==> config.mk <==
export PLATFORM = sky130hd
export DESIGN_NAME = cycle_timer
export DESIGN_NICKNAME = d
export VERILOG_FILES = /design/src/rtl/cycle_timer_pkg.sv /design/src/rtl/cycle_timer_tick_prescaler.sv /design/src/rtl/cycle_timer.sv
export SDC_FILE = /design/constraint.sdc
export NUM_CORES = 1
export LEC_CHECK = 0
export ABC_AREA = 0
export CAP_MARGIN = 40
export CELL_PAD_IN_SITES_DETAIL_PLACEMENT = 0
export CELL_PAD_IN_SITES_GLOBAL_PLACEMENT = 1
export CORE_UTILIZATION = 43
export DETAILED_ROUTE_END_ITERATION = 8
export PLACE_DENSITY_LB_ADDON = 0.1
export REMOVE_ABC_BUFFERS = 1
export SYNTH_ARGS = -nofsm -noshare
export SYNTH_HDL_FRONTEND = slang
export SYNTH_HIERARCHICAL = 1
export SYNTH_SLANG_ARGS = --single-unit
==> constraint.sdc <==
create_clock -name clk -period 3.2 [get_ports clk]
set_input_delay 0.48 -clock clk [delete_from_list [all_inputs] [get_ports clk]]
set_output_delay 0.48 -clock clk [all_outputs]
set_load 0.1 [all_outputs]
==> src/rtl/cycle_timer_pkg.sv <==
// Shared types and helpers for the cycle_timer block.
// Optional build macro handled by the top: CYCLE_TIMER_AUTORELOAD_EN.
package cycle_timer_pkg;

    typedef enum logic [1:0] {
        IDLE = 2'd0,
        RUN  = 2'd1,
        DONE = 2'd2
    } state_t;

    localparam logic MODE_UP   = 1'b0;
    localparam logic MODE_DOWN = 1'b1;

    // Prescaler counter width; never narrower than one bit.
    function automatic int presc_width(input int div);
        return (div <= 2) ? 1 : $clog2(div);
    endfunction

endpackage

==> src/rtl/cycle_timer_tick_prescaler.sv <==
// Free-running base-tick prescaler: counts 0..CLK_DIV-1 while enabled and
// strobes wrap on the edge where it rolls over.
module tick_prescaler
    import cycle_timer_pkg::*;
#(
    parameter int CLK_DIV = 1000000
) (
    input  logic clk,
    input  logic reset,
    input  logic en,
    input  logic sync_clr,
    output logic wrap
);

    localparam int PW = presc_width(CLK_DIV);
    localparam logic [PW-1:0] LAST = PW'(CLK_DIV - 1);

    logic [PW-1:0] count;

    assign wrap = en && !sync_clr && (count == LAST);

    always_ff @(posedge clk or posedge reset) begin
        if (reset) begin
            count <= '0;
        end else if (sync_clr) begin
            count <= '0;
        end else if (en) begin
            count <= (count == LAST) ? '0 : count + PW'(1);
        end
    end

endmodule

==> src/rtl/cycle_timer.sv <==
// Up/down seconds-style timer with a programmable prescaler.
// Define CYCLE_TIMER_AUTORELOAD_EN to make down mode reload and repeat.
module cycle_timer
    import cycle_timer_pkg::*;
#(
    parameter int CLK_DIV = 1000000,
    parameter int CNT_W   = 7,
    parameter int MAX_CNT = 39
) (
    input  logic             clk,
    input  logic             reset,
    input  logic             power,
    input  logic             start,
    input  logic             clear,
    input  logic             mode,
    input  logic [CNT_W-1:0] load_val,
    output logic [CNT_W-1:0] ss,
    output logic             tick,
    output logic             done,
    output logic             busy
);

    localparam logic [CNT_W-1:0] MAX_V = CNT_W'(MAX_CNT);
    localparam logic [CNT_W-1:0] ONE   = CNT_W'(1);

    state_t           state, state_n;
    logic [CNT_W-1:0] ss_n;
    logic             tick_n, done_n;
    logic             mode_q, mode_n;
    logic             presc_clr, presc_en, wrap;
    logic [CNT_W-1:0] load_clamped;

`ifdef CYCLE_TIMER_AUTORELOAD_EN
    logic [CNT_W-1:0] reload_q, reload_n;
`endif

    assign load_clamped = (load_val > MAX_V) ? MAX_V : load_val;
    assign presc_en     = (state == RUN) && power;

    tick_prescaler #(
        .CLK_DIV (CLK_DIV)
    ) u_presc (
        .clk      (clk),
        .reset    (reset),
        .en       (presc_en),
        .sync_clr (presc_clr),
        .wrap     (wrap)
    );

    // clear beats start, start beats a prescaler wrap
    always_comb begin
        state_n   = state;
        ss_n      = ss;
        tick_n    = 1'b0;
        done_n    = 1'b0;
        mode_n    = mode_q;
        presc_clr = 1'b0;
`ifdef CYCLE_TIMER_AUTORELOAD_EN
        reload_n  = reload_q;
`endif
        if (clear) begin
            state_n   = IDLE;
            ss_n      = '0;
            presc_clr = 1'b1;
        end else if (start) begin
            mode_n    = mode;
            presc_clr = 1'b1;
`ifdef CYCLE_TIMER_AUTORELOAD_EN
            reload_n  = load_clamped;
`endif
            if (mode == MODE_UP) begin
                ss_n    = '0;
                state_n = RUN;
            end else if (load_clamped != '0) begin
                ss_n    = load_clamped;
                state_n = RUN;
            end else begin
                ss_n    = '0;
                state_n = DONE;
                done_n  = 1'b1;
            end
        end else if (wrap) begin
            tick_n = 1'b1;
            if (mode_q == MODE_UP) begin
                if (ss == MAX_V) begin
                    ss_n   = '0;
                    done_n = 1'b1;
                end else begin
                    ss_n = ss + ONE;
                end
            end else if (ss > ONE) begin
                ss_n = ss - ONE;
            end else begin
                done_n = 1'b1;
`ifdef CYCLE_TIMER_AUTORELOAD_EN
                ss_n   = reload_q;
`else
                ss_n    = '0;
                state_n = DONE;
`endif
            end
        end
    end

    always_ff @(posedge clk or posedge reset) begin
        if (reset) begin
            state  <= IDLE;
            ss     <= '0;
            tick   <= 1'b0;
            done   <= 1'b0;
            busy   <= 1'b0;
            mode_q <= MODE_UP;
        end else begin
            state  <= state_n;
            ss     <= ss_n;
            tick   <= tick_n;
            done   <= done_n;
            busy   <= (state_n == RUN);
            mode_q <= mode_n;
        end
    end

`ifdef CYCLE_TIMER_AUTORELOAD_EN
    // Reload value is only needed to restart a periodic down count.
    always_ff @(posedge clk or posedge reset) begin
        if (reset) begin
            reload_q <= '0;
        end else begin
            reload_q <= reload_n;
        end
    end
`endif

endmodule

# Word level (Yosys, flattened, before mapping)
# Cells that the tools add are included.
# classes
reduce_logical	8
magnitude_cmp	2
n_bitwise	1
n_addsub	3
eq_ne	4
muxes	32
# ops
cell	n
$mux 7	9
$mux 20	3
$add 20x1->20 const B	1
$eq 20x20->1 const B	1
$mux 2	7
$mux 1	13
$add 7x1->7 const B	1
$eq 7x6->1 const B	1
$gt 7x1->1 const B	1
$gt 7x6->1 const B	1
$reduce_bool 7->1	1
$sub 7x1->7 const B	1
$eq 2x1->1 const B	2
$logic_and 1x1->1	3
$reduce_bool 3->1	1
$reduce_and 2->1	1
$reduce_bool 2->1	1
$logic_not 1->1	1
$not 1->1	1
# totals
output_inout_bits	10
wordCells	57
register_bits	33
input_bits	13

# Longest topological paths before layout
# logic_depth
ltp_word	9
depth_mapped	9
depth_no_buf	8

# Modules after synthesis
# The synthesis kept the hierarchy.
# modules_own_cells
mod	seq_area_each_um2	instances	cells_each	area_each_um2
tick_prescaler	500.5	1	136	1166.1
cycle_timer	325.3	1	110	962.2

# Worst setup path before layout
# No wires, ideal clock.
# synth_path
path_type	reg-to-reg
startpoint	register ss[1]
endpoint	register ss[5]
n_path_buf	0
setup_time_ns	0.087
arrival_time_ns	2.321
setup_slack_ns	0.793
period_less_slack_ns	2.407
stages_incl_launch_ff	7
required_time_ns	3.113
cell_sequence	dfrtp_1 > inv_1 > ha_1 > o21bai_1 > a31oi_1 > a31oi_1 > o211ai_1
# synth_between
elab_chain_cells	6
elab_cells_between_ends	10
cone_classes	add/sub: 2; order compare: 1; eq/ne: 1; mux: 6
# synth_rtl
item	line_no	rtl
start: declaration	cycle_timer.sv:17	output logic [CNT_W-1:0] ss,
start signal: assignment	cycle_timer.sv:115	ss <= ss_n;
$add 7x1->7, or another cell as far along	cycle_timer.sv:89	ss_n = ss + ONE;
$mux 7 (on tied branches)	cycle_timer.sv:85, cycle_timer.sv:91	
$mux 7 *	cycle_timer.sv:84	if (mode_q == MODE_UP) begin
$mux 7 *	cycle_timer.sv:82	end else if (wrap) begin
$mux 7 *	cycle_timer.sv:65	end else if (start) begin
$mux 7 *	cycle_timer.sv:61	if (clear) begin
# Mark *: on every way between the ends. The rest lies on a longest branch, timed or not. The select of a mux whose other input is x is not followed.
# A chain may end at the register's enable or synchronous reset.

# Final worst setup path
# layout_path
startpoint	register u_presc.count[13]
endpoint	register ss[2]
# layout_between
elab_chain_cells	3
# layout_rtl
item	line_no	rtl
start: declaration	cycle_timer_tick_prescaler.sv:18	logic [PW-1:0] count;
start signal: assignment	cycle_timer_tick_prescaler.sv:28	count <= (count == LAST) ? '0 : count + PW'(1);
$eq 20x20->1	cycle_timer_tick_prescaler.sv:20	assign wrap = en && !sync_clr && (count == LAST);
$logic_and 1x1->1	cycle_timer_tick_prescaler.sv:20	
net wrap	cycle_timer.sv:30	logic presc_clr, presc_en, wrap;
$reduce_bool 3->1 (no source line)	--	
# The timed path passes the listed nets, and every way through them passes these cells.

==> summary.md <==
| Metric | Value |
|---|---|
| Finish-stage setup viols | 0 |
| Dpl cells | 328 |
| Diode count | 0 |
| Residual DRC | 0 |
| Maximum root-to-sink buffer count | 2 |
| DIE AREA | 5230 um2 |
| Crit path kind | flop to flop |
| GRT Overall Usage | 21.5% |
| Finished Layout Cells | 334 |
| Max VDD drop | 242 uV |
| Post-Synth Adder-Cell Area | 2.35% |
| Synth top area share | 38.8% |
| Antenna violations before repair | 0 |
| Area leader, netlist | dfrtp_1 |
| CTS Buf Count | 5 |
| YS warnings | 6 |
| Grt ovf | 0 |
| Met1 usage | 25.6% |
| CTS root buffer | clkbuf_8 |
| Leak | 0.000977 uW |
| Final min period | 2490 ps |
| Synth Flop Type | dfrtp_1 |
| Worst slack, placed | 716 ps |
| Die width | 72.4 um |
| Pins Over Slew Limit | 0 |
| CP required | 3400 ps |
| Syn-to-layout area delta | 16.9% |
| Mean Syn Cell Area | 8.65 um2 |
| Met3 GRT Util | 4.17% |
| Die Ht | 72.4 um |
| Hold Path Class | flop to flop |
| Tcrit/Tclk final | 77.9% |
| Postcts setup bufs | 0 |
| Layout cell share with drive strength beyond 1 | 13.5% |
| Synth area leaders | dfrtp_1, a21oi_1, nand3_1 |
| Top Usage Layer GRT | met2 |
| CP Max Fanout | 11 |
| Pin count of the biggest net entering global routing | 27 |
| Post-route ant nets | 0 |
| Multiplexer share of the synthesized area | 1.47% |
| Power density over cell area | 392 nW/um2 |
| Setup Skew | 8.87 ps |
| Core outline area | 4750 um2 |
| Number of global-route vias before repair | 1913 |
| Sequential area share after synthesis | 38.8% |
| Main combinational cell family by area after synthesis | simple AND/OR/NAND/NOR gates |
| Most frequent cells after synthesis | dfrtp_1, nand2_1, a21oi_1, nand3_1, nor2_1 |
| EDFF count, synth | 0 |
| Worst-Skew Late Latency | 280 ps |
| Post-synthesis xor/xnor area fraction | 1.65% |
| # hold bufs at CTS | 0 |
| Crit. End Element | flop |
| WL final | 4980 um |
| WL/cell | 14.9 um |
| Post-DR vias/cell | 5.75 |
| Initial Utilization | 44.8% |
| Count leader, synth | dfrtp_1 |
| Simple-gate portion of the synthesized area | 27.2% |
| # rows | 25 |
| Worst-Margin Slew | 796 ps |
| Worst EP arrival | 2690 ps |
| IO buf count | 22 |
| Routability cong. | 0.779 |
| FMAX | 0.401 GHz |
| Fill cells | 479 |
| Mapped cell area | 2130 um2 |
| Max-slew headroom | 46.9% |
| Seq cells post-synth | 33 |
| Final HPWL DP | 3620 um |
| Total I/O pin count | 23 |
| PostCTS Resize Cnt | 0 |
| CTS tree | done |
| Mapped Cells | 246 |
| Clock-pin slew on the worst setup and hold paths | 70 ps |
| Yosys cell types | 62 |
| Startpoint types | flop |
| 1st-pass router iterations | 4 |
| Max_cap viols | 0 |
| H-tree Lvls | 2 |
| Endpoints failing hold | 0 |
| First-pass GRT wire length | 8760 um |
| Synth Area in Compound Gates | 22.9% |
| Setup repair after global routing missed its margin | no |
| Final TNS setup | 0 ps |
| Clk sink count | 33 |
| Synth async-reset ratio | 100% |
| Outcome | complete, no violations |
| Fin worst setup slack | 708 ps |
| Routed via count | 1920 |
| Met2 Use GR | 38.9% |
| 1st-iter DRT viols | 133 |
| Nets | 285 |
layout make-up:
| cell class | count | area, um2 | area share, % |
|---|---|---|---|
| clock inverters | 1 | 5.00 | 0.201 |
| inverters | 14 | 52.6 | 2.11 |
| flip-flops and latches | 33 | 826 | 33.2 |
| repair buffers | 28 | 270 | 10.9 |
| clock buffers | 5 | 68.8 | 2.77 |
| well taps | 67 | 83.8 | 3.37 |
| multi-input cells | 186 | 1180 | 47.5 |
registers in the layout, summed over array words and instances, names as in the netlist:
signal	count
tick	1
mode_q	1
busy	1
u_presc/count	20
state	2
ss	7
done	1
layer usage:
layer | vias to the layer above | routed length, um | part of all wire (%)
li1 | 965 | - | -
met1 | 914 | 2200 | 44
met2 | 34 | 2580 | 52
met3 | 7 | 149 | 3.0
met4 | 0 | 60 | 1.2
met5 | - | 0 | 0
layout by cell type (no fill, tap or decap), types with 2 or more instances in the layout:
cell type / netlist / routed
nand3_1: 19 / 19
nand4_1: 2 / 2
nand2_1: 24 / 24
nand4b_1: 2 / 2
inv_1: 14 / 14
xor2_1: 2 / 2
ha_1: 4 / 4
clkdlybuf4s50_1: 0 / 15
a21oi_1: 20 / 20
o21ai_0: 11 / 11
nor3_1: 6 / 6
or4_4: 2 / 2
buf_4: 0 / 10
xnor2_1: 2 / 2
a41oi_1: 2 / 2
clkbuf_8: 0 / 5
or3_1: 3 / 3
nand2b_1: 5 / 5
nor4_1: 4 / 4
a311oi_1: 2 / 2
a21boi_0: 2 / 2
a32oi_1: 2 / 2
mux2i_1: 2 / 2
buf_8: 0 / 3
a31oi_1: 10 / 10
or2_2: 4 / 4
a22o_1: 2 / 2
o31a_1: 2 / 2
nor2_1: 16 / 16
nand4bb_1: 2 / 2
o21a_1: 4 / 4
dfrtp_1: 33 / 33
final timing paths:
| path | startpoint | endpoint | slack (ps) | cells after the start |
|---|---|---|---|---|
| worst max-delay path | u_presc/count[13] | ss[2] | 710 | 10 |
| worst min register to register | u_presc/count[18] | u_presc/count[18] | 490 | 1 |
| max in group asynchronous | reset | u_presc/count[18] | 2030 | 2 |
| worst min-delay path | u_presc/count[18] | u_presc/count[18] | 490 | 1 |
| min in group asynchronous | reset | tick | 550 | 2 |
| worst max register to register | u_presc/count[13] | ss[2] | 710 | 10 |
cells by family (layout without fill, tap and decap cells):
logic type | count (synthesis) | after routing
compound gates | 71 | 71
xor+xnor | 4 | 4
fa+ha+maj | 4 | 4
buf+inv | 27 | 48
flops | 33 | 33
mux | 3 | 3
simple gates | 104 | 104
power breakdown:
group          switching (uW)  internal [uW]
sequential               25.7            429
clock                     149            143
combinational             149           79.8
critical path, stage by stage (launching register included):
cell and delay, ps:
dfrtp_1 420, nor4b_1 410, nand4b_1 180, or3_1 430
nor3b_1 230, buf_4 170, nor3_1 60, buf_4 170
nor3_1 160, a21oi_1 80, o21ai_0 100
metrics by stage:
| step | total power (uW) | hold slack, ps | instance area, um2 | util, % |
|---|---|---|---|---|
| finish | 975 | 494 | 2490 | 52.3 |
| global route | 1030 | 550 | 2490 | 52.3 |
| CTS | 988 | 494 | 2490 | 52.3 |
| detailed placement | 693 | 486 | 2410 | 50.8 |
| global placement | 688 | 483 | 2370 | 49.8 |
| floorplan | 622 | 357 | 2060 | - |
(Power assumes the default switching activity.)
